--- config.mk ---
export PLATFORM = sky130hd
export DESIGN_NAME = tdc_code_averager
export DESIGN_NICKNAME = d
export VERILOG_FILES = /design/src/rtl/tdc_pkg.sv /design/src/rtl/tdc_thermo_popcount.sv /design/src/rtl/tdc_code_averager.sv
export SDC_FILE = /design/constraint.sdc
export NUM_CORES = 1
export LEC_CHECK = 0
export CORE_MARGIN = 1.5
export CORE_UTILIZATION = 38
export CTS_BUF_LIST = sky130_fd_sc_hd__clkbuf_8 sky130_fd_sc_hd__clkbuf_16
export CTS_CLUSTER_SIZE = 24
export DETAILED_ROUTE_END_ITERATION = 7
export PLACE_DENSITY_LB_ADDON = 0.25
export SLEW_MARGIN = 20
export SYNTH_ARGS = -nofsm -noshare
export SYNTH_HDL_FRONTEND = slang
export SYNTH_SLANG_ARGS = --single-unit
--- constraint.sdc ---
create_clock -name clk -period 20.6 [get_ports clk]
set_input_delay 4.12 -clock clk [delete_from_list [all_inputs] [get_ports clk]]
set_output_delay 4.12 -clock clk [all_outputs]
set_load 0.02 [all_outputs]
--- src/rtl/tdc_pkg.sv ---
// Shared types and sizing helpers for the TDC code averager.
// Holds the default tap count, the count-width function and the stage-3 state enum.
package tdc_pkg;

  localparam int TAPS_DEFAULT     = 64;
  localparam int AVG_LOG2_DEFAULT = 2;

  typedef enum logic {
    IDLE = 1'b0,
    ACC  = 1'b1
  } state_t;

  // A count spans 0..TAPS inclusive, hence one bit more than log2(TAPS).
  function automatic int cnt_width(input int taps);
    return $clog2(taps) + 1;
  endfunction

endpackage

--- src/rtl/tdc_thermo_popcount.sv ---
// Combinational bubble filter and popcount for one captured thermometer vector.
// Also flags a saturated line (every tap set) and a non-monotonic filtered code.
module tdc_thermo_popcount
  import tdc_pkg::*;
#(
  parameter  int TAPS  = TAPS_DEFAULT,
  localparam int CNT_W = cnt_width(TAPS)
) (
  input  logic [TAPS-1:0]  taps,
  output logic [CNT_W-1:0] cnt,
  output logic             ovf,
  output logic             err
);

  // Virtual taps: below bit 0 the edge has always passed, above the top it never has.
  logic [TAPS+1:0] ext;
  logic [TAPS-1:0] filt;

  assign ext = {1'b0, taps, 1'b1};

  always_comb begin
    filt = '0;
    for (int i = 0; i < TAPS; i++) begin
      filt[i] = (ext[i] & ext[i+1]) | (ext[i] & ext[i+2]) | (ext[i+1] & ext[i+2]);
    end
  end

  always_comb begin
    cnt = '0;
    err = 1'b0;
    for (int i = 0; i < TAPS; i++) begin
      cnt = cnt + CNT_W'(filt[i]);
    end
    for (int i = 0; i < TAPS - 1; i++) begin
      if (!filt[i] && filt[i+1]) begin
        err = 1'b1;
      end
    end
    ovf = (cnt == CNT_W'(TAPS));
  end

endmodule

--- src/rtl/tdc_code_averager.sv ---
// Thermometer-to-count conversion with 2^AVG_LOG2 sample averaging.
// Pipeline: capture register, popcount register, then accumulator FSM with held result registers.
module tdc_code_averager
  import tdc_pkg::*;
#(
  parameter  int TAPS     = TAPS_DEFAULT,
  parameter  int AVG_LOG2 = AVG_LOG2_DEFAULT,
  localparam int CNT_W    = cnt_width(TAPS)
) (
  input  logic             clk,
  input  logic             rst_n,
  input  logic             clear,
  input  logic             tap_vld,
  input  logic [TAPS-1:0]  taps,
  output logic             out_vld,
  output logic [CNT_W-1:0] out_mean,
  output logic             out_ovf,
  output logic             out_err,
  output logic             busy
);

  // Handshake: tap_vld is a one-cycle strobe with no ready; every strobe not
  // coincident with clear is taken, and out_vld is a one-cycle pulse with no ready.

  localparam int ACC_W = CNT_W + AVG_LOG2;
  localparam int N_W   = AVG_LOG2 + 1;
  localparam logic [N_W-1:0] N_SAMP = N_W'(1 << AVG_LOG2);

  logic             s1_vld_q, s1_vld_d;
  logic [TAPS-1:0]  taps_q, taps_d;
  logic [CNT_W-1:0] pc_cnt;
  logic             pc_ovf, pc_err;
  logic             s2_vld_q, s2_vld_d;
  logic [CNT_W-1:0] s2_cnt_q, s2_cnt_d;
  logic             s2_ovf_q, s2_ovf_d;
  logic             s2_err_q, s2_err_d;

  state_t           state_q, state_d;
  logic [ACC_W-1:0] acc_q, acc_d;
  logic [N_W-1:0]   n_q, n_d;
  logic             stk_ovf_q, stk_ovf_d;
  logic             stk_err_q, stk_err_d;
  logic             out_vld_q, out_vld_d;
  logic [CNT_W-1:0] out_mean_q, out_mean_d;
  logic             out_ovf_q, out_ovf_d;
  logic             out_err_q, out_err_d;

  logic [ACC_W-1:0] acc_sum;
  logic [N_W-1:0]   n_sum;
  logic             ovf_sum, err_sum;

  tdc_thermo_popcount #(.TAPS(TAPS)) u_popcount (
    .taps (taps_q),
    .cnt  (pc_cnt),
    .ovf  (pc_ovf),
    .err  (pc_err)
  );

  always_comb begin
    s1_vld_d = tap_vld & ~clear;
    taps_d   = tap_vld ? taps : taps_q;
    s2_vld_d = s1_vld_q & ~clear;
    s2_cnt_d = s1_vld_q ? pc_cnt : s2_cnt_q;
    s2_ovf_d = s1_vld_q ? pc_ovf : s2_ovf_q;
    s2_err_d = s1_vld_q ? pc_err : s2_err_q;
  end

  // In IDLE the incoming sample starts a fresh window; in ACC it extends the current one.
  always_comb begin
    acc_sum = '0;
    n_sum   = '0;
    ovf_sum = 1'b0;
    err_sum = 1'b0;
    case (state_q)
      IDLE: begin
        acc_sum = ACC_W'(s2_cnt_q);
        n_sum   = N_W'(1);
        ovf_sum = s2_ovf_q;
        err_sum = s2_err_q;
      end
      ACC: begin
        acc_sum = acc_q + ACC_W'(s2_cnt_q);
        n_sum   = n_q + N_W'(1);
        ovf_sum = stk_ovf_q | s2_ovf_q;
        err_sum = stk_err_q | s2_err_q;
      end
    endcase
  end

  always_comb begin
    state_d    = state_q;
    acc_d      = acc_q;
    n_d        = n_q;
    stk_ovf_d  = stk_ovf_q;
    stk_err_d  = stk_err_q;
    out_vld_d  = 1'b0;
    out_mean_d = out_mean_q;
    out_ovf_d  = out_ovf_q;
    out_err_d  = out_err_q;
    if (clear) begin
      state_d   = IDLE;
      acc_d     = '0;
      n_d       = '0;
      stk_ovf_d = 1'b0;
      stk_err_d = 1'b0;
    end else if (s2_vld_q) begin
      if (n_sum == N_SAMP) begin
        out_vld_d  = 1'b1;
        out_mean_d = CNT_W'(acc_sum >> AVG_LOG2);
        out_ovf_d  = ovf_sum;
        out_err_d  = err_sum;
        state_d    = IDLE;
        acc_d      = '0;
        n_d        = '0;
        stk_ovf_d  = 1'b0;
        stk_err_d  = 1'b0;
      end else begin
        state_d   = ACC;
        acc_d     = acc_sum;
        n_d       = n_sum;
        stk_ovf_d = ovf_sum;
        stk_err_d = err_sum;
      end
    end
  end

  always_ff @(posedge clk or negedge rst_n) begin
    if (!rst_n) begin
      s1_vld_q   <= 1'b0;
      taps_q     <= '0;
      s2_vld_q   <= 1'b0;
      s2_cnt_q   <= '0;
      s2_ovf_q   <= 1'b0;
      s2_err_q   <= 1'b0;
      state_q    <= IDLE;
      acc_q      <= '0;
      n_q        <= '0;
      stk_ovf_q  <= 1'b0;
      stk_err_q  <= 1'b0;
      out_vld_q  <= 1'b0;
      out_mean_q <= '0;
      out_ovf_q  <= 1'b0;
      out_err_q  <= 1'b0;
    end else begin
      s1_vld_q   <= s1_vld_d;
      taps_q     <= taps_d;
      s2_vld_q   <= s2_vld_d;
      s2_cnt_q   <= s2_cnt_d;
      s2_ovf_q   <= s2_ovf_d;
      s2_err_q   <= s2_err_d;
      state_q    <= state_d;
      acc_q      <= acc_d;
      n_q        <= n_d;
      stk_ovf_q  <= stk_ovf_d;
      stk_err_q  <= stk_err_d;
      out_vld_q  <= out_vld_d;
      out_mean_q <= out_mean_d;
      out_ovf_q  <= out_ovf_d;
      out_err_q  <= out_err_d;
    end
  end

  assign out_vld  = out_vld_q;
  assign out_mean = out_mean_q;
  assign out_ovf  = out_ovf_q;
  assign out_err  = out_err_q;
  assign busy     = (state_q == ACC);

endmodule

---- Word level (Yosys, flattened, before mapping) ----
Index checks and enable logic that the tools add are counted.
word-level totals
  input port bits ......................... 68
  register bits ........................... 100
  output and inout port bits .............. 11
operators by class
  equal/unequal tests ..................... 2
  reductions and logical operators ........ 128
  add/sub/neg operators ................... 65
  bitwise operators ....................... 257
  muxes and demuxes ....................... 85
operator list
  kind                                          number
  adder 7 x 1 -> 7 bit                          62
  bitwise OR 1 bit                              128
  bitwise AND 1 bit                             127
  two-way mux 1 bit                             75
  logical AND 1 bit                             63
  logical NOT 1 bit                             63
  two-way mux 9 bit                             3
  case mux 9 bit (2 select lines)               1
  adder 9 x 7 -> 9 bit                          1
  two-way mux 3 bit                             3
  equality test 7 bit (second input constant)   1
  case mux 3 bit (2 select lines)               1
  case mux 1 bit (2 select lines)               2
  adder 3 x 1 -> 3 bit (second input constant)  1
  equality test 3 bit (second input constant)   1
  AND reduction 3 bit                           1
  adder 1 x 1 -> 2 bit                          1
  inverter 1 bit                                2
  nonzero test 2 bit                            1

---- Logic depth before layout (Yosys ltp) ----
Gate-level depths: netlist of run 1.
  word-level depth ........................ 67
  mapped depth ............................ 24
  gate-level depth less buffers ........... 23

---- Cells and area by module ----
From an unflattened synthesis of run 1, not the netlist that was laid out.
second synthesis, totals
  cells, all modules ...................... 775
  area, all modules ....................... 7,866.3 sq um
modules (own cells, without submodules)
  module               area each (sq um)  sequential area each (sq um)  instances  cells an instance
  tdc_code_averager    4,166.5            2,502.4                       1          302
  tdc_thermo_popcount  3,699.8            0.0                           1          473

---- Worst setup path before layout of run 1 ----
OpenSTA, ideal clock, no wires.
  path type ............................... flip-flop to flip-flop
  from .................................... reg taps_q[2]
  to ...................................... reg s2_ovf_q
  slack ................................... 13.358 ns
  library setup time ...................... 0.083 ns
  cell stages (with the launch flop) ...... 25
  data arrival time ....................... 7.160 ns
  required time ........................... 20.517 ns
  clock period less this slack ............ 7.242 ns
  path through ............................ dfrtp_1 -> buf_6 -> maj3_1 -> ha_1 -> xor2_1 -> ha_1 -> inv_1 -> fa_1 -> inv_1 -> fa_1 -> fa_1 -> fa_1 -> fa_1 -> fa_1 -> fa_1 -> ha_1 -> a21oi_1 -> fa_1 -> nor2b_1 -> o21ai_1 -> a21boi_1 -> o21a_1 -> nor2_1 -> or4_1 -> o22ai_1
on the way
  cells in the longest elaborated chain, start to end .. 67
  elaborated cells between the ends (all ways) .. 74
ends and longest elaborated chain
  what                                   line                       RTL
  start, declared                        tdc_code_averager.sv:30    logic [TAPS-1:0] taps_q, taps_d;
  start signal, assigned                 tdc_code_averager.sv:146   taps_q <= taps_d;
  bitwise AND 1 bit                      tdc_thermo_popcount.sv:24  filt[i] = (ext[i] & ext[i+1]) | (ext[i] & ext[i+2]) | (ext[i+1] & ext[i+2]);
  bitwise OR 1 bit (2 in series)         tdc_thermo_popcount.sv:24
  adder 1 x 1 -> 2 bit                   tdc_thermo_popcount.sv:32  cnt = cnt + CNT_W'(filt[i]);
  adder 7 x 1 -> 7 bit                   tdc_thermo_popcount.sv:32
  adder 7 x 1 -> 7 bit * (61 in series)  tdc_thermo_popcount.sv:32
  equality test 7 bit *                  tdc_thermo_popcount.sv:39  ovf = (cnt == CNT_W'(TAPS));
  end signal, assigned                   tdc_code_averager.sv:149   s2_ovf_q <= s2_ovf_d;
  end, declared                          tdc_code_averager.sv:35    logic s2_ovf_q, s2_ovf_d;
Mark *: on every way between the ends. The rest lies on a longest branch, timed or not.
A chain may end at the register's enable or synchronous reset.

---- Worst setup path in the final report of run 1 ----
Same ends and word-level chain as after synthesis.

==> results_dict.tcl, run 1 <==
set metrics [dict create \
    slowest_stage "fa_1" \
    dieArea_sq_um 20900 \
    synth_top_area_share_pct 32.9 \
    ys_ff_latch 100 \
    root_buffer "clkbuf_16" \
    reg2regPathDepth 23 \
    worst_pin_slew_ns 0.855 \
    fillers 1901 \
    io_buffers 78 \
    clk_latency_ns 0.35 \
    multiInputGateArea_sq_um 4610 \
    synth.avg_cell_area_sq_um 9.88 \
    drt-pass1-iter-count 5 \
    tns_ns 0 \
    wl_mm 17.3 \
    relSlewSlack_pct 43.0 \
    status "complete, no violations" \
    dr.first_iter.drc_count 349 \
    clockBufferDepth 2 \
    globalplace.congestion 0.916 \
    gr-total-overflow 0 \
    dp_hpwl_mm 13.5 \
    io_pins 79 \
    ys.flop_type "dfrtp_1" \
    critPathLaunch "taps_q[2]" \
    vias 5453 \
    cpPeakStageDelay_ns 0.53 \
    rows 51 \
    rsz0062_at_grt "no" \
    fmax_mhz 134 \
    drive_gt1_share_pct 10.8 \
    nets 937 \
    crit_path_end_kind "register" \
    drv_cap 0 \
    core_area_sq_um 19500 \
    grt_max_degree 75 \
    required_ns 20.87 \
    antenna_left 0 \
    fin_crit_ns 7.47 \
    timing.hold.ws_ns 0.491 \
    worstReg2RegStart "taps_q[2]" \
    wire_per_inst_um 16.4 \
    async_flop_share_pct 100 \
    fin_crit_sh_pct 36.3 \
    synth_largest_area_cell "dfrtp_1" \
    setup_viol 0 \
    cts.sinks 100 \
    grt_use_total_pct 17.8 \
    arrival_ns 7.74 \
    cp_cell_sequence "maj3_1 > ha_1 > xor2_1 > ha_1 > inv_1 > fa_1 > inv_1 > fa_1 > fa_1 > fa_1 > fa_1 > fa_1 > fa_1 > ha_1 > a21oi_1 > fa_1 > nor2b_1 > o21ai_1 > a21boi_1 > o21a_1 > nor2_1 > or4_1 > o22ai_1" \
    cts_hold_buf 0 \
    hold_path_depth 2 \
    hold_start "stk_ovf_q" \
    fin_skew_ns 0.00536 \
    yosysSeqAreaShare_pct 32.9 \
    die_w_um 145 \
    path_clk_slew_ns 0.07 \
    synthTopCellsByArea "dfrtp_1 (33%), fa_1 (14%), mux2_2 (8.9%)" \
    path_common_cell "fa_1" \
    ys_warn_count 0 \
    cts_tree "built" \
    grt_pass1_vias 5331 \
    drv_slew 0 \
    postSynthCellCount 770 \
    numCtsBuffers 9 \
    grt_pass1_wl_mm 28.4 \
    initial_core_util_pct 39.0 \
    via_per_inst 5.14 \
    synth_edf_count 0 \
    cts_setup_buffers 0 \
    antenna_found_initial 0 \
    hold_viol_final 0 \
    h-tree-depth 3 \
    cp_max_fo 7 \
    synth_area_sq_um 7610 \
    register_area_sq_um 2500 \
    diodes 0 \
    dieHeight_um 145 \
    ctsResizeCount 0 \
    worstSetupPathType "register to register" \
    area_growth_pct 14.5 \
    synth_fp_nets 917 \
    drc 0 \
    start_kind "register" \
    yosys.cell_types.count 58 \
    hp-class "register to register" \
]
## placed cells by master (no fill, tap or decap), drive strengths merged, types with 7 or more instances in the layout
| cell type | count |
|---|---|
| a31oi | 10 |
| nand2 | 47 |
| o21ai | 49 |
| nor2 | 44 |
| ha | 26 |
| nor3b | 11 |
| nand2b | 8 |
| clkdlybuf4s50 | 76 |
| maj3 | 26 |
| fa | 53 |
| clkbuf | 10 |
| xor2 | 20 |
| nand4 | 7 |
| a21o | 13 |
| a21oi | 49 |
| mux2 | 60 |
| nand3b | 13 |
| inv | 57 |
| xnor2 | 26 |
| nor3 | 9 |
| dfrtp | 100 |
## through the flow
stage	instance area (sq um)	worst slack [ns]	utilization, %	instances
after floorplan	7610	13.36	-	770
after global placement	8440	13.21	43.2	1044
after detailed placement	8440	13.10	43.2	1044
after CTS	8710	13.09	44.6	1060
after global routing	8710	12.73	44.6	1060
final	8710	13.13	44.6	1060
## state kept, by name, indices dropped and copies added (netlist names), 3 cells and up
name,cells
taps_q,64
acc_q,9
out_mean,7
s2_cnt_q,7
n_q,3
## critical path, delay by kind of cell (launching register included)
kind | cells | cell delay [ns]
fa+ha+maj | 12 | 5.34
xor+xnor | 1 | 0.17
simple gates | 3 | 0.68
flops | 1 | 0.46
compound gates | 5 | 0.62
buf+inv | 2 | 0.11
## Yosys cell counts (13+ instances only)
library cell / instances
nand2_1: 47
inv_1: 55
nand3b_1: 13
fa_1: 53
xor2_1: 20
mux2_2: 60
dfrtp_1: 100
a21oi_1: 49
ha_1: 26
o21ai_0: 46
xnor2_1: 26
nor2_1: 44
a21o_1: 13
clkbuf_1: 65
maj3_1: 25
## cell families after synthesis
kind of cell | Yosys count | share of synthesized area [%]
AND/OR/NAND/NOR | 173 | 11.7
AO/OA/AOI/OAI | 155 | 12.4
buffers and inverters | 126 | 6.53
adder cells (fa/ha/maj) | 105 | 21.7
flip-flops | 100 | 32.9
multiplexers | 65 | 9.54
XOR/XNOR | 46 | 5.30
## final cells by class
class                      count  share of cell area (%)
timing repair buffer          80                    9.05
inverter                      55                    2.37
tap                          265                    3.81
sequential                   100                    28.7
clock buffer                  10                    2.74
multi-input combinational    544                    52.9
clock inverter                 6                   0.374
## layer usage
layer,wire length [um],global-route usage (%),vias to the layer above
met3,894,3.77,11
met4,222,5.00,0
met5,0,0,-
li1,-,-,2649
met2,7660,26.7,129
met1,8550,25.9,2664
## final timing paths
check | to | slack [ns]
hold reg to reg | stk_ovf_q | 0.49
setup / recovery | s2_ovf_q | 13.13
setup reg to reg | s2_ovf_q | 13.13
min in group asynchronous | acc_q[3] | 3.75
hold / removal | stk_ovf_q | 0.49
max in group asynchronous | taps_q[48] | 15.73
Power of run 1 is not shown: default switching activity piles up to over one toggle a cycle in this logic, so the estimate is an artifact.
==> run 2, diff against run 1 <==
clock period = 6.1 ns   (was 20.6 ns; I/O delays follow)
==> results_dict.tcl, run 2 (synthesis gave the netlist of run 1 again) <==
set metrics [dict create \
    area_growth_pct 26.9 \
    arrival_ns 7.05 \
    root_buffer "clkbuf_16" \
    setup_ws_ns -0.659 \
    dieArea_sq_um 20900 \
    crit_path_end_kind "register" \
    cp_max_fo 4 \
    layout_commonest_cell "buf_4" \
    dieHeight_um 145 \
    fin_crit_ns 6.76 \
    rsz0062_at_grt "yes" \
    h-tree-depth 3 \
    worstSetupPathType "register to register" \
    wl_mm 18.2 \
    hp-class "register to register" \
    fmax_mhz 148 \
    fillers 1856 \
    drc 0 \
    worst_pin_slew_ns 0.858 \
    io_buffers 78 \
    gr-usage-met2_pct 31.5 \
    use_met3_pct 3.51 \
    drv_cap 0 \
    fin_skew_ns 0.0130 \
    largest_reg_flops 64 \
    final_cell_mix "buf_4 (111), dfrtp_1 (99), clkdlybuf4s50_1 (76)" \
    initial_core_util_pct 39.0 \
    grt.met1_usage_pct 24.5 \
    drv_slew 0 \
    dp_hpwl_mm 14.5 \
    fin_util_pct 49.4 \
    via_per_inst 5.00 \
    cpPeakStageDelay_ns 0.55 \
    status "complete, but fails checks" \
    grt_max_degree 75 \
    nets 1046 \
    gr-total-overflow 0 \
    clockBufferDepth 2 \
    start_kind "register" \
    wire_per_inst_um 15.6 \
    dr.first_iter.drc_count 328 \
    vias 5842 \
    antenna_found_initial 0 \
    die_w_um 145 \
    diodes 0 \
    globalplace.congestion 0.913 \
    regMostFlops "taps_q" \
    core_area_sq_um 19500 \
    grt_use_total_pct 19.0 \
    antenna_left 0 \
    drive_gt1_share_pct 24.3 \
    cts_hold_buf 0 \
    clk_latency_ns 0.37 \
    drt-pass1-iter-count 4 \
    grt_pass1_vias 5791 \
    cp_cell_sequence "maj3_2 > ha_4 > xor2_1 > ha_1 > inv_2 > fa_1 > inv_2 > fa_1 > fa_1 > fa_1 > fa_1 > fa_1 > fa_1 > ha_4 > a21oi_2 > fa_2 > buf_4 > xor2_2 > nand4_1 > or4_1 > o22ai_1" \
    setup_viol 6 \
    cts_tree "built" \
    timing.hold.ws_ns 0.493 \
    relSlewSlack_pct 42.8 \
    top_usage_layer "met2" \
    slowest_stage "or4_1" \
    rows 51 \
    failed_checks "negative setup slack" \
    hold_viol_final 0 \
    fin_crit_sh_pct 111 \
    path_common_cell "fa_1" \
    required_ns 6.39 \
    path_clk_slew_ns 0.08 \
    grt_pass1_wl_mm 30.0 \
    io_pins 79 \
    cts.sinks 100 \
    reg_top3 "taps_q: 64 flops, acc_q: 9 flops" \
    numCtsBuffers 9 \
]
-- run 2: cell count changes in the layout (fill, tap and decap cells not counted), moves of 4 or more --
cell     previous run  this run
a21oi_2             0         4
a21oi_1            49        45
maj3_2              1         8
ha_1               26        22
maj3_1             25        18
buf_4               3       111
inv_1              57        53
-- run 2: layout make-up --
cell class	instances	area, sq um	area share (%)
clock buffer	9	225	2.33
clock inverter	7	82.6	0.855
inverter	55	206	2.14
multi-input combinational	544	4690	48.6
sequential	100	2500	25.9
tap	265	332	3.43
timing repair buffer	189	1610	16.7
-- run 2: worst paths after layout --
kind	cells past startpoint	endpoint	slack, ns	from
worst max-delay path	21	s2_ovf_q	-0.66	taps_q[0]
worst min-delay path	2	acc_q[5]	0.49	acc_q[5]
worst max register to register	21	s2_ovf_q	-0.66	taps_q[0]
worst min register to register	2	acc_q[5]	0.49	acc_q[5]
max in group asynchronous	2	acc_q[6]	4.11	rst_n
min in group asynchronous	1	acc_q[1]	0.88	rst_n
-- run 2: repair_timing --
item,CTS,global route
endpoints found under the setup margin,7,8
setup buffers,1,3
pin swaps,6,5
gates resized for setup,3,10
-- run 2: per-stage QoR --
step | setup TNS [ns] | area (sq um) | cells | worst slack (ns)
final | -2.37 | 9650 | 1169 | -0.659
after global routing | -3.97 | 9650 | 1169 | -0.929
after global placement | -1.72 | 9290 | 1150 | -0.578
after CTS | -2.56 | 9610 | 1167 | -0.684
after detailed placement | -2.31 | 9290 | 1150 | -0.686
after floorplan | -0.881 | 7770 | 770 | -0.506
-- run 2: critical path: cells and delay by family (launching register included) --
family,cells,cell delay (ns)
buffers and inverters,3,0.24
adders and majority gates,12,4.88
xor gates and xnor gates,2,0.29
and+or+nand+nor,2,0.67
DFF,1,0.41
AOI/OAI and AO/OA,2,0.18
-- run 2: routing by layer --
layer	part of all wire, %	up-vias
li1	-	2879
met1	45	2843
met2	49	93
met3	3.3	27
met4	3.0	0
met5	0	-
Power of run 2 is left out for the same reason.
==> variant 1: new RTL, config.mk and constraints of run 2 <==
The package constant `TAPS_DEFAULT` goes from 64 to 32.
--- a/src/rtl/tdc_pkg.sv
+++ b/src/rtl/tdc_pkg.sv
@@ -3,5 +3,5 @@
 package tdc_pkg;
 
-  localparam int TAPS_DEFAULT     = 64;
+  localparam int TAPS_DEFAULT     = 32;
   localparam int AVG_LOG2_DEFAULT = 2;
 
Interface: changed (resized out_mean and taps); port bits go from 79 to 46. No check against the original RTL was run, so the function may have changed too.
==> variant 1 against run 2 <==
- critical path depth down 3
- worst setup slack improved by 0.98 ns
- synthesized cell count fell by 40%
- routed wire length shrank 50%
- synthesized area decreased by 41%
- cell area shrank 45%
- global-route usage decreased by 3.5 points
- sequential cell count fell by 35
- via count fell by 44%
- maximum frequency grew 17%
- final cell count fell by 46%
==> variant 1: results (changes against run 2) <==
{| class="wikitable"
! Metric !! Value
|-
| Max_slew headroom || 0.265 (was 0.428)
|-
| Hold Crit Start || stk_ovf_q (was acc_q[5])
|-
| WL per Instance || 14.4 µm (was 15.6 µm)
|-
| RePlAce Congestion || 0.869 (was 0.913)
|-
| Post-Synthesis Cells || 461 (was 770)
|-
| Met1 Resource Use GR || 0.199 (was 0.245)
|-
| Post-synthesis mux area share || 0.0883 (was 0.0954)
|-
| Sequential element share of the synthesized area || 0.363 (was 0.329)
|-
| Worst reg-to-reg path cell count || 18 (was 21)
|-
| Source of the worst register-to-register timing path || taps_q[2] (was taps_q[0])
|-
| Number of global-route vias before repair || 3214 (was 5791)
|-
| Post-Place Cells || 618 (was 1150)
|-
| Outcome || finished, final reports clean (was finished, violations left)
|-
| Clk slew on worst S/H paths || 0.06 ns (was 0.08 ns)
|-
| Fill cells || 1077 (was 1856)
|-
| Met2 Use GR || 0.253 (was 0.315)
|-
| Post-synthesis net count || 537 (was 917)
|-
| Latest clock arrival within the worst-skew pair || 0.34 ns (was 0.37 ns)
|-
| Data arrival time of the critical path || 6.02 ns (was 7.05 ns)
|-
| Max Fanout on Critical Path || 8 (was 4)
|-
| Largest registers in the final layout || taps_q (32), acc_q (8) (was taps_q (64), acc_q (9))
|-
| Post CTS Setup Buffer Count || 0 (was 1)
|-
| Global-route met3 utilization || 0.0370 (was 0.0351)
|-
| Area fraction in compound gates after synthesis || 0.150 (was 0.124)
|-
| Global router's overall resource usage || 0.155 (was 0.190)
|-
| Number of buffers inserted by port buffering || 45 (was 78)
|-
| XOR/XNOR share of the synthesized area || 0.0450 (was 0.0530)
|-
| Worst-path cell with the longest stage delay || sky130_fd_sc_hd__fa_1 (was sky130_fd_sc_hd__or4_1)
|-
| Fraction of final layout cells with drive strength greater than 1 || 0.112 (was 0.243)
|-
| Initial DRC Count || 109 (was 328)
|-
| Maximum number of pins on one net before global-route repair || 66 (was 75)
|-
| Vias after detailed routing || 3257 (was 5842)
|}
-- variant 1: cell count changes after synthesis, sizes merged, moves of 10 or more --
cell | before | now
nor2 | 44 | 30
dfrtp | 100 | 65
clkbuf | 65 | 24
a21oi | 49 | 31
xor2 | 20 | 10
ha | 26 | 16
maj3 | 26 | 11
nand3b | 13 | 1
xnor2 | 26 | 13
nand2 | 47 | 37
mux2 | 60 | 28
inv | 55 | 38
o21ai | 49 | 36
fa | 53 | 24
-- variant 1: timing repair --
action / CTS / global route
endpoints found under the setup margin: 0 / 2
endpoints found under the hold margin: 0 / 0
gates resized for setup: 0 / 3
-- variant 1: cell type report --
| class | count | area (µm²) | share of cell area |
|---|---|---|---|
| Sequential cell | 65 | 1630 | 0.308 |
| Timing Repair Buffer | 47 | 460 | 0.0870 |
| Tap cell | 143 | 179 | 0.0338 |
| Clock buffer | 10 | 239 | 0.0452 |
| Multi-Input combinational cell | 325 | 2580 | 0.487 |
| Inverter | 38 | 143 | 0.0270 |
| Clock inverter | 6 | 66.3 | 0.0125 |
==> variant 2: new RTL, settings of run 2 <==
Made on the original files. Put one more register stage on the output `out_err`, cleared by the reset. The value now appears one clock later. The other outputs are not delayed to match.
--- a/src/rtl/tdc_code_averager.sv
+++ b/src/rtl/tdc_code_averager.sv
@@ -164,5 +164,11 @@
   assign out_mean = out_mean_q;
   assign out_ovf  = out_ovf_q;
-  assign out_err  = out_err_q;
+  always_ff @(posedge clk or negedge rst_n) begin
+    if (!rst_n) begin
+      out_err <= '0;
+    end else begin
+      out_err <= out_err_q;
+    end
+  end
   assign busy     = (state_q == ACC);
 
Function: changed (a bounded check fails within 10 cycles, from zero or initial values and one cycle with rst_n low).
==> variant 2 against run 2 <==
- the run still ends with negative setup slack left
- maximum frequency down 0.65%
- sequential cell count up 1
- cell area up 0.38%
- routed wire length up 1.3%
- worst hold slack worse by 0.11 ns
- worst setup slack worse by 0.045 ns
- synthesized area down 0.23%
- critical path type unchanged
- highest routed layer unchanged
Power is not shown: default switching activity piles up to over one toggle a cycle in this logic, so the estimate is an artifact.
==> variant 2: results (changes against run 2) <==
{| class="wikitable"
! Metric !! Value
|-
| Number of nets at the end of the flow || 1037 (was 1046)
|-
| Register-to-Register Setup Slack || -0.70 ns (was -0.66 ns)
|-
| Post-synthesis net count || 901 (was 917)
|-
| Library cells used by synthesis || 50 (was 58)
|-
| Sequential element share of the synthesized area || 0.333 (was 0.329)
|-
| Data arrival time of the critical path || 7.07 ns (was 7.05 ns)
|-
| DR vias/cell || 4.96 (was 5.00)
|-
| Initial DRC Count || 313 (was 328)
|-
| Fill cells || 1870 (was 1856)
|-
| Half-perimeter wire length of the detailed placement result || 14.8 mm (was 14.5 mm)
|-
| Worst slack, placed || -0.706 ns (was -0.686 ns)
|-
| RePlAce Congestion || 0.952 (was 0.913)
|-
| DR pass1 iterations || 5 (was 4)
|-
| Global-route wire length before repair || 29.9 mm (was 30.0 mm)
|-
| XOR/XNOR share of the synthesized area || 0.0542 (was 0.0530)
|-
| Max_slew headroom || 0.417 (was 0.428)
|-
| Number of cells on the worst hold path || 0 (was 2)
|-
| Latest clock arrival within the worst-skew pair || 0.35 ns (was 0.37 ns)
|-
| Post-synthesis mux area share || 0.0982 (was 0.0954)
|-
| Violated checks || negative setup slack (unchanged)
|-
| Largest clock skew in the final design || 0.00611 ns (was 0.0130 ns)
|-
| Final critical-path setup slack || -0.703 ns (was -0.659 ns)
|-
| Area fraction in compound gates after synthesis || 0.125 (was 0.124)
|-
| Outcome || finished, violations left (unchanged)
|-
| Setup TNS || -2.72 ns (was -2.37 ns)
|-
| Tightest hold margin || 0.385 ns (was 0.493 ns)
|-
| Final count of negative-setup-slack endpoints || 6 (unchanged)
|-
| Post-synthesis adder-cell area fraction || 0.224 (was 0.217)
|-
| Fraction of final layout cells with drive strength greater than 1 || 0.256 (was 0.243)
|-
| Most used standard cells in the synthesized netlist || 101 x sky130_fd_sc_hd__dfrtp_1, 70 x sky130_fd_sc_hd__clkbuf_1, 60 x sky130_fd_sc_hd__mux2_2 (was 100 x sky130_fd_sc_hd__dfrtp_1, 65 x sky130_fd_sc_hd__clkbuf_1, 60 x sky130_fd_sc_hd__mux2_2)
|-
| Launch point of the critical path || taps_q[33] (was taps_q[0])
|}
==> variant 2: cell types whose count changed after synthesis, moves of 3 or more <==
cell,before,now
sky130_fd_sc_hd__a21o_1,13,19
sky130_fd_sc_hd__a21oi_1,49,24
sky130_fd_sc_hd__a31oi_1,10,6
sky130_fd_sc_hd__a32oi_1,1,6
sky130_fd_sc_hd__clkbuf_1,65,70
sky130_fd_sc_hd__maj3_1,25,30
sky130_fd_sc_hd__nand3b_1,13,7
sky130_fd_sc_hd__nor2_1,44,36
sky130_fd_sc_hd__nor2b_1,5,9
sky130_fd_sc_hd__o21ai_0,46,59
sky130_fd_sc_hd__o21ai_1,3,0
sky130_fd_sc_hd__xnor2_1,26,23
sky130_fd_sc_hd__xor2_1,20,24
==> variant 2: cell type report <==
type                            count  share of cell area
Multi-Input combinational cell    525               0.480
Sequential cell                   101               0.262
Timing Repair Buffer              197               0.173
Tap cell                          265              0.0342
Clock buffer                       10              0.0247
Inverter                           56              0.0217
Clock inverter                      4             0.00439
==> variant 2: per-layer routing <==
metal  part of all wire  global-route usage  wire length (µm)  up-vias
met5                  0                   0                 0        -
met4              0.026              0.0718               486        0
met3              0.035              0.0311               640       30
met2               0.51               0.333              9380      102
met1               0.43               0.236              7960     2771
li1                   -                   -                 -     2836
==> variant 2: what timing repair did <==
action,in CTS,in global routing
setup endpoints to repair,7,8
resized for setup,10,16
pin swaps,9,9
buffers inserted,4,4
==> variant 2: worst max-delay path: cells and delay by family, from the launching register on <==
family,cells,cell delay [ns]
buffers and inverters,2,0.09
and+or+nand+nor,3,0.60
DFF,1,0.42
adders and majority gates,11,5.03
AOI/OAI and AO/OA,5,0.58
==> variant 2: kinds of logic after synthesis <==
| logic type | count (synthesis) |
|---|---|
| AOI/OAI and AO/OA | 149 |
| xor gates and xnor gates | 47 |
| adders and majority gates | 110 |
| buffers and inverters | 128 |
| DFF | 101 |
| muxes | 67 |
| and+or+nand+nor | 152 |
==> variant 2: worst min path at each step <==
stage	endpoint	startpoint
CTS	out_err	out_err_q
global route	out_err	out_err_q
floorplan	out_err	out_err_q
detailed placement	out_err	out_err_q
global placement	out_err	out_err_q
finish	out_err	out_err_q
==> variant 2: stage by stage <==
stage	instances	cell area [µm²]
CTS	1155	9640
floorplan	754	7750
finish	1158	9690
global route	1158	9690
global placement	1137	9310
detailed placement	1137	9310
